==> config.mk <==
export PLATFORM = sky130hd
export DESIGN_NAME = exe_branch_unit
export DESIGN_NICKNAME = d
export VERILOG_FILES = /design/src/rtl/exe_branch_unit.sv
export SDC_FILE = /design/constraint.sdc
export NUM_CORES = 1
export LEC_CHECK = 0
export CAP_MARGIN = 20
export CORE_ASPECT_RATIO = 1.5
export CORE_MARGIN = 2
export CORE_UTILIZATION = 54
export DETAILED_ROUTE_END_ITERATION = 8
export GPL_ROUTABILITY_DRIVEN = 0
export PLACE_DENSITY = 0.88
export SLEW_MARGIN = 20
export SYNTH_ARGS = -nofsm -noshare
export SYNTH_HDL_FRONTEND = slang
export SYNTH_SLANG_ARGS = --single-unit
==> constraint.sdc <==
create_clock -name clk -period 5.4 [get_ports clk]
set_input_delay 0.81 -clock clk [delete_from_list [all_inputs] [get_ports clk]]
set_output_delay 0.81 -clock clk [all_outputs]
set_load 0.005 [all_outputs]
==> src/rtl/exe_branch_unit.sv <==
// exe_branch_unit: registered branch/jump execution unit.
// Resolves conditional branches and JAL/JALR, checks the front-end prediction,
// pulses a one-cycle redirect on mispredict and broadcasts the link value of
// jumps with a destination tag on the CDB, holding it until granted.
// Optional build macro BRU_PERF_CNT_EN adds perf_branches/perf_mispred/perf_stall.
module exe_branch_unit #(
   parameter int XLEN  = 32,
   parameter int TAG_W = 6
) (
   input  logic             clk,
   input  logic             rst,
   input  logic             flush,
   input  logic             in_valid,
   output logic             in_ready,
   input  logic [9:0]       in_op,
   input  logic [TAG_W-1:0] in_tag,
   input  logic [XLEN-1:0]  in_pc,
   input  logic [XLEN-1:0]  in_imm,
   input  logic [XLEN-1:0]  in_opr1,
   input  logic [XLEN-1:0]  in_opr2,
   input  logic             in_pred_taken,
   input  logic [XLEN-1:0]  in_pred_target,
   output logic             cdb_req,
   input  logic             cdb_grant,
   output logic [TAG_W-1:0] cdb_tag,
   output logic [XLEN-1:0]  cdb_value,
   output logic             redir_valid,
   output logic [TAG_W-1:0] redir_tag,
   output logic [XLEN-1:0]  redir_pc
`ifdef BRU_PERF_CNT_EN
   ,
   output logic [31:0]      perf_branches,
   output logic [31:0]      perf_mispred,
   output logic [31:0]      perf_stall
`endif
);

   localparam logic [6:0] CLS_JALR = 7'b1000000;
   localparam logic [6:0] CLS_JAL  = 7'b0100000;
   localparam logic [6:0] CLS_BR   = 7'b0000000;

   localparam logic [XLEN-1:0] FOUR      = {{(XLEN-3){1'b0}}, 3'd4};
   localparam logic [XLEN-1:0] JALR_MASK = {{(XLEN-1){1'b1}}, 1'b0};

   logic             hold_valid_q, hold_valid_d;
   logic [TAG_W-1:0] cdb_tag_q, cdb_tag_d;
   logic [XLEN-1:0]  cdb_value_q, cdb_value_d;
   logic             redir_valid_q, redir_valid_d;
   logic [TAG_W-1:0] redir_tag_q, redir_tag_d;
   logic [XLEN-1:0]  redir_pc_q, redir_pc_d;

   logic             is_jal, is_jalr, is_br, is_jump, is_known;
   logic             br_taken, taken, mispred;
   logic [XLEN-1:0]  link, target, next_pc;
   logic             accept, release_hold;

   // Accept/ready handshake; a granted entry frees the slot in the same cycle
   assign release_hold = hold_valid_q && cdb_grant;
   assign in_ready     = !hold_valid_q || release_hold;
   assign accept       = in_valid && in_ready && !flush;

   // Resolve direction, target and prediction check from the issue inputs
   always_comb begin
      is_jalr  = (in_op[9:3] == CLS_JALR);
      is_jal   = (in_op[9:3] == CLS_JAL);
      is_br    = (in_op[9:3] == CLS_BR);
      is_jump  = is_jal || is_jalr;
      is_known = is_jump || is_br;
      link     = in_pc + FOUR;
      target   = is_jalr ? ((in_opr1 + in_imm) & JALR_MASK) : (in_pc + in_imm);
      br_taken = 1'b0;
      case (in_op[2:0])
         3'b000:  br_taken = (in_opr1 == in_opr2);
         3'b001:  br_taken = (in_opr1 != in_opr2);
         3'b100:  br_taken = ($signed(in_opr1) <  $signed(in_opr2));
         3'b101:  br_taken = ($signed(in_opr1) >= $signed(in_opr2));
         3'b110:  br_taken = (in_opr1 <  in_opr2);
         3'b111:  br_taken = (in_opr1 >= in_opr2);
         default: br_taken = 1'b0;
      endcase
      taken   = is_jump || (is_br && br_taken);
      mispred = (taken != in_pred_taken) || (taken && (target != in_pred_target));
      next_pc = taken ? target : link;
   end

   // Next-state for the CDB hold register and the redirect pulse
   always_comb begin
      hold_valid_d  = hold_valid_q;
      cdb_tag_d     = cdb_tag_q;
      cdb_value_d   = cdb_value_q;
      redir_valid_d = 1'b0;
      redir_tag_d   = redir_tag_q;
      redir_pc_d    = redir_pc_q;
      if (release_hold)
         hold_valid_d = 1'b0;
      if (accept && is_jump && (in_tag != '0)) begin
         hold_valid_d = 1'b1;
         cdb_tag_d    = in_tag;
         cdb_value_d  = link;
      end
      if (accept && is_known && mispred) begin
         redir_valid_d = 1'b1;
         redir_tag_d   = in_tag;
         redir_pc_d    = next_pc;
      end
      // Flush wins over everything; accept is already blocked by it
      if (flush)
         hold_valid_d = 1'b0;
   end

   // State registers
   always_ff @(posedge clk or posedge rst) begin
      if (rst) begin
         hold_valid_q  <= 1'b0;
         cdb_tag_q     <= '0;
         cdb_value_q   <= '0;
         redir_valid_q <= 1'b0;
         redir_tag_q   <= '0;
         redir_pc_q    <= '0;
      end else begin
         hold_valid_q  <= hold_valid_d;
         cdb_tag_q     <= cdb_tag_d;
         cdb_value_q   <= cdb_value_d;
         redir_valid_q <= redir_valid_d;
         redir_tag_q   <= redir_tag_d;
         redir_pc_q    <= redir_pc_d;
      end
   end

   assign cdb_req     = hold_valid_q;
   assign cdb_tag     = cdb_tag_q;
   assign cdb_value   = cdb_value_q;
   assign redir_valid = redir_valid_q;
   assign redir_tag   = redir_tag_q;
   assign redir_pc    = redir_pc_q;

`ifdef BRU_PERF_CNT_EN
   logic [31:0] perf_branches_q, perf_branches_d;
   logic [31:0] perf_mispred_q, perf_mispred_d;
   logic [31:0] perf_stall_q, perf_stall_d;

   // Free-running wrap-around event counters; flush does not affect them
   always_comb begin
      perf_branches_d = perf_branches_q + {31'd0, (accept && is_known)};
      perf_mispred_d  = perf_mispred_q + {31'd0, redir_valid_q};
      perf_stall_d    = perf_stall_q + {31'd0, (hold_valid_q && !cdb_grant)};
   end

   // Counter registers
   always_ff @(posedge clk or posedge rst) begin
      if (rst) begin
         perf_branches_q <= '0;
         perf_mispred_q  <= '0;
         perf_stall_q    <= '0;
      end else begin
         perf_branches_q <= perf_branches_d;
         perf_mispred_q  <= perf_mispred_d;
         perf_stall_q    <= perf_stall_d;
      end
   end

   assign perf_branches = perf_branches_q;
   assign perf_mispred  = perf_mispred_q;
   assign perf_stall    = perf_stall_q;
`endif

endmodule

Word level (Yosys, flattened, before mapping)
Cells that the tools add are included.
{"block": "word_totals", "register_bits": 78, "input_bits": 182, "elab_cells": 51}
{"block": "classes", "addsub": 3, "n_lt_le_gt_ge": 4, "eq_ne": 11, "muxes": 7, "n_reduce_logical": 20}
{"op": "32-bit adder", "count": 2}
{"op": "32-bit greater-or-equal comparator", "count": 2}
{"op": "32-bit < comparator", "count": 2}
{"op": "32-bit 2-to-1 mux", "count": 2}
{"op": "32-bit != test", "count": 2}
{"op": "32-bit by 3-bit adder with 32-bit output (second input constant)", "count": 1}
{"op": "32-bit equality test", "count": 1}
{"op": "3-bit equality test (second input constant)", "count": 4}
{"op": "1-bit logical AND", "count": 9}
{"op": "7-bit by 6-bit equality test with 1-bit output (second input constant)", "count": 1}
{"op": "7-bit equality test (second input constant)", "count": 1}
{"op": "7-bit zero test", "count": 1}
{"op": "1-bit one-hot mux with 6 select lines", "count": 1}
{"op": "6-bit nonzero test", "count": 1}
{"op": "1-bit logical OR", "count": 5}
{"op": "1-bit 2-to-1 mux", "count": 4}
{"op": "3-bit by 1-bit equality test with 1-bit output (second input constant)", "count": 1}
{"op": "3-bit zero test", "count": 1}
{"op": "3-bit nonzero test", "count": 1}
{"op": "1-bit zero test", "count": 2}
{"op": "1-bit != test", "count": 1}

Longest topological paths before layout
{"block": "depth", "ltp_word": 8, "mapped_depth": 17}

Least setup slack after synthesis
No wires, ideal clock.
{"block": "synth_timing", "path_type": "input to register", "from": "input port in_pc[2]", "to": "register redir_pc_q[13], in the netlist redir_pc[13]", "setup_time_ps": 127, "arrival_time_ps": 4377, "slack_ps": 896, "path_stages": 16, "cell_sequence": "ha_1 and3_1 a211o_1 a32oi_2 and2_0 clkbuf_1 o211ai_1 a2111o_1 o21ai_0 nand4_1 nor4b_2 nand4_1 o41ai_2 buf_4 buf_6 mux2_1"}
{"block": "synth_via", "elab_chain_len": 6, "elab_cells_between_ends": 8, "cone_classes": "add/sub: 2; eq/ne: 1; mux: 2; reduce/logical: 3"}
{"item": "start: declaration", "line_no": "17", "rtl": "input logic [XLEN-1:0] in_pc,"}
{"item": "32-bit adder", "line_no": "70", "rtl": "target = is_jalr ? ((in_opr1 + in_imm) & JALR_MASK) : (in_pc + in_imm);"}
{"item": "32-bit 2-to-1 mux", "line_no": "70"}
{"item": "32-bit != test", "line_no": "82", "rtl": "mispred = (taken != in_pred_taken) || (taken && (target != in_pred_target));"}
{"item": "1-bit logical AND", "line_no": "82"}
{"item": "1-bit logical OR", "line_no": "82"}
{"item": "1-bit logical AND", "line_no": "101", "rtl": "if (accept && is_known && mispred) begin"}
{"item": "end signal: assignment", "line_no": "126", "rtl": "redir_pc_q <= redir_pc_d;"}
{"item": "end: declaration", "line_no": "50", "rtl": "logic [XLEN-1:0] redir_pc_q, redir_pc_d;"}
Parallel ways exist; a longest one is shown, timed or not.
A chain may end at the register's enable or synchronous reset.

Worst setup path in the final report
{"block": "layout_timing", "from": "input port in_pc[0]", "to": "register redir_pc_q[13], in the netlist redir_pc[13]"}
Same word-level chain as after synthesis.

==> qor.txt <==
Hold Path Stages = 2
Worst-skew pair later-pin latency = 0.34 ns
Crit path arrival time = 5.38 ns
Top Ports = 261
Placeable Area = 17300 sq um
Vias = 10597
Tot GR Track Use = 0.351
Number of setup violations in the final report = 0
Final Slew Violations = 0
Post-Syn Area per Cell = 8.15 sq um
Largest net degree at the start of global routing = 60
Placed inst area = 12600 sq um
Max clock buf depth = 2
CTS root buffer = clkbuf_16
Antenna violations before repair = 2
Synth Net Count = 1436
Yosys Warn Count = 0
Peak supply drop = 351 uV
Synth cell types = 81
Final hold vios = 0
TritonCTS clock tree = done
Die width = 112 microns
Share of cells above drive strength 1 = 0.0920
Most frequent cells in the layout = clkdlybuf4s50_1 (260), nand2_1 (128), a21oi_1 (102), ha_1 (94), o21ai_0 (93)
CP startpoint kind = primary input
Sw power = 0.891 mW
Routed WL per cell = 20.0 microns
Hold-fix buffer count after cts = 0
DR DRC count = 0
Fmax = 193 MHz
Setup WS pre-CTS = -0.0648 ns
Filler instances = 1283
Asr flop ratio synth = 1.00
Setup ws final = 0.226 ns
Top cell type's share of synthesized area = 0.207
Worst-path clk slew = 0.07 ns
Largest cells by area after synthesis = dfrtp_1 (21%), ha_1 (12%), xor2_1 (5.8%)
PwrDens = 194 nW/um^2
Vias/cell = 6.38
Internal Power = 1.61 mW
Vias in the first global route = 10420
CP required = 5.60 ns
Worst-case reg-to-reg path depth = 6
Synth Flop Type = dfrtp_1
Unrepaired setup endpoints after global routing = false
DRT antenna net count = 0
HPWL after DPL = 27200 microns
Crit Path Max Fanout = 38
WHS Endpoint = cdb_value[2]$_DFFE_PP0P_
Clock network power share = 0.265
Crit path from = in_pc[0]
Final period utilization = 0.958
Relative slew slack = 0.381
Non-Filler Instances = 1660
Routed WL = 33200 microns
HP Start = cdb_value[2]$_DFFE_PP0P_
Crit Path Class = in2reg
Pwr Total = 2.50 mW
I/O Buffers = 260
Worst flop-to-flop path endpoint = cdb_value[3]$_DFFE_PP0P_
Post-synth EDFFs = 0
Reg2reg setup slack = 3.18 ns
Max Cap Viol = 0
Starting DRT DRC Count = 1291
Reg2reg start = cdb_req$_DFFE_PP0P_
Lkg Pwr = 5.79 nW
H-tree levels = 3
Setup Skew = 0.00639 ns
Final Critical Period = 5.17 ns
Combinational share of power = 0.471
Final net count = 1718
Starting density of the core = 0.546
Area growth syn-to-layout = 37.1%
Sequential area share after synthesis = 0.207
Synthesized area = 9440 sq um
CP Capture Type = flop
Seq pwr share = 0.264
Total placed cells including tap cells = 1642
Post-CTS setup buffer count = 0
Seq cells post-synth = 78
Clock sink count = 78
Tightest Hold Check Type = reg2reg
Gr ovfl total = 0
Net Sw Frac = 0.356
Commonest non-fill, non-tap cell in the layout = clkdlybuf4s50_1
CTS buffer count = 9
Die Area = 18600 sq um
Syn Inst Count = 1158
Die Y-Extent = 166 microns
Site Rows = 59
Post-synth top area cell = dfrtp_1
First-pass GRT wire length = 52900 microns
PostCTS Resize Cnt = 0
Post-layout instance area = 12900 sq um
TritonRoute pass-1 iters = 9
Least-Margin Pin Slew = 0.929 ns
Status = completed
cell usage after synthesis, types with 26 or more instances:
| master | count |
|---|---|
| ha_1 | 94 |
| mux2i_1 | 29 |
| nand3_1 | 33 |
| clkbuf_1 | 40 |
| a21oi_1 | 102 |
| nand2_1 | 128 |
| xor2_1 | 63 |
| mux2_2 | 26 |
| dfrtp_1 | 78 |
| o21ai_0 | 93 |
| nand4_1 | 32 |
| inv_1 | 54 |
| xnor2_1 | 44 |
| nor2_1 | 61 |
worst max-delay path: stages:
cell	delay, ns
clkdlybuf4s50_1	0.43
ha_1	0.25
fa_1	0.41
a21o_1	0.21
a221o_1	0.34
buf_4	0.15
o21a_1	0.18
xnor2_1	0.24
xnor2_1	0.10
a2111o_1	0.34
o21ai_0	0.25
nand4_1	0.17
nor4b_2	0.33
nand4_1	0.19
o41ai_4	0.29
buf_12	0.29
mux2_1	0.39
area by class of cell:
cell class                      count  area (sq um)  area share
Sequential cell                    78          1950       0.151
Timing Repair Buffer              321          3090       0.239
Inverter                           54           203      0.0157
Tap cell                          213           267      0.0206
Multi-Input combinational cell    976          7100       0.549
Antenna cell                        2          5.00    0.000387
Clock inverter                      6          93.8     0.00725
Clock buffer                       10           229      0.0177
cells by family (layout without fill, tap and decap cells):
kind of cell,after synthesis,after routing,share of synthesized area
buffers and inverters,104,391,0.0441
xor gates and xnor gates,113,113,0.114
adders and majority gates,96,96,0.129
other,0,2,0
AOI/OAI and AO/OA,344,344,0.234
DFF,78,78,0.207
and+or+nand+nor,347,347,0.181
muxes,76,76,0.0911
metal layers:
metal / global-route usage / wire length, microns / vias up
met5: 0 / 0 / -
met4: 0.227 / 2310 / 0
met3: 0.0533 / 2630 / 163
met2: 0.600 / 16100 / 641
met1: 0.405 / 12100 / 4944
li1: - / - / 4849
flip-flops by register name, indices dropped and copies added, names as in the netlist:
name and flops:
cdb_tag 6, redir_pc 32, cdb_req 1, redir_valid 1, redir_tag 6, cdb_value 32
through the flow:
step	hold slack (ns)	TNS, ns	util
2_1_floorplan	0.473	0	-
3_3_place_gp	0.461	0	0.730
3_5_place_dp	0.469	-1.57	0.730
4_1_cts	0.484	0	0.749
5_1_grt	0.505	0	0.749
6_report	0.480	0	0.749
worst max-delay path by stage:
stage	end	slack (ns)	cells past startpoint
6_report	redir_pc[13]$_DFFE_PP0P_	0.23	17
5_1_grt	redir_pc[13]$_DFFE_PP0P_	0.006	17
4_1_cts	redir_pc[13]$_DFFE_PP0P_	0.26	17
3_5_place_dp	redir_pc[2]$_DFFE_PP0P_	-0.06	17
3_3_place_gp	redir_pc[2]$_DFFE_PP0P_	0.12	16
2_1_floorplan	redir_pc[13]$_DFFE_PP0P_	0.90	16
power by group through the flow:
stage,logic [mW],clock network (mW),registers (mW)
3_3_place_gp,1.12,0,0.666
3_5_place_dp,1.15,0,0.670
5_1_grt,1.27,0.688,0.666
6_report,1.18,0.663,0.661
2_1_floorplan,0.640,0,0.668
4_1_cts,1.16,0.662,0.661
Power figures use the tool's default switching activity.
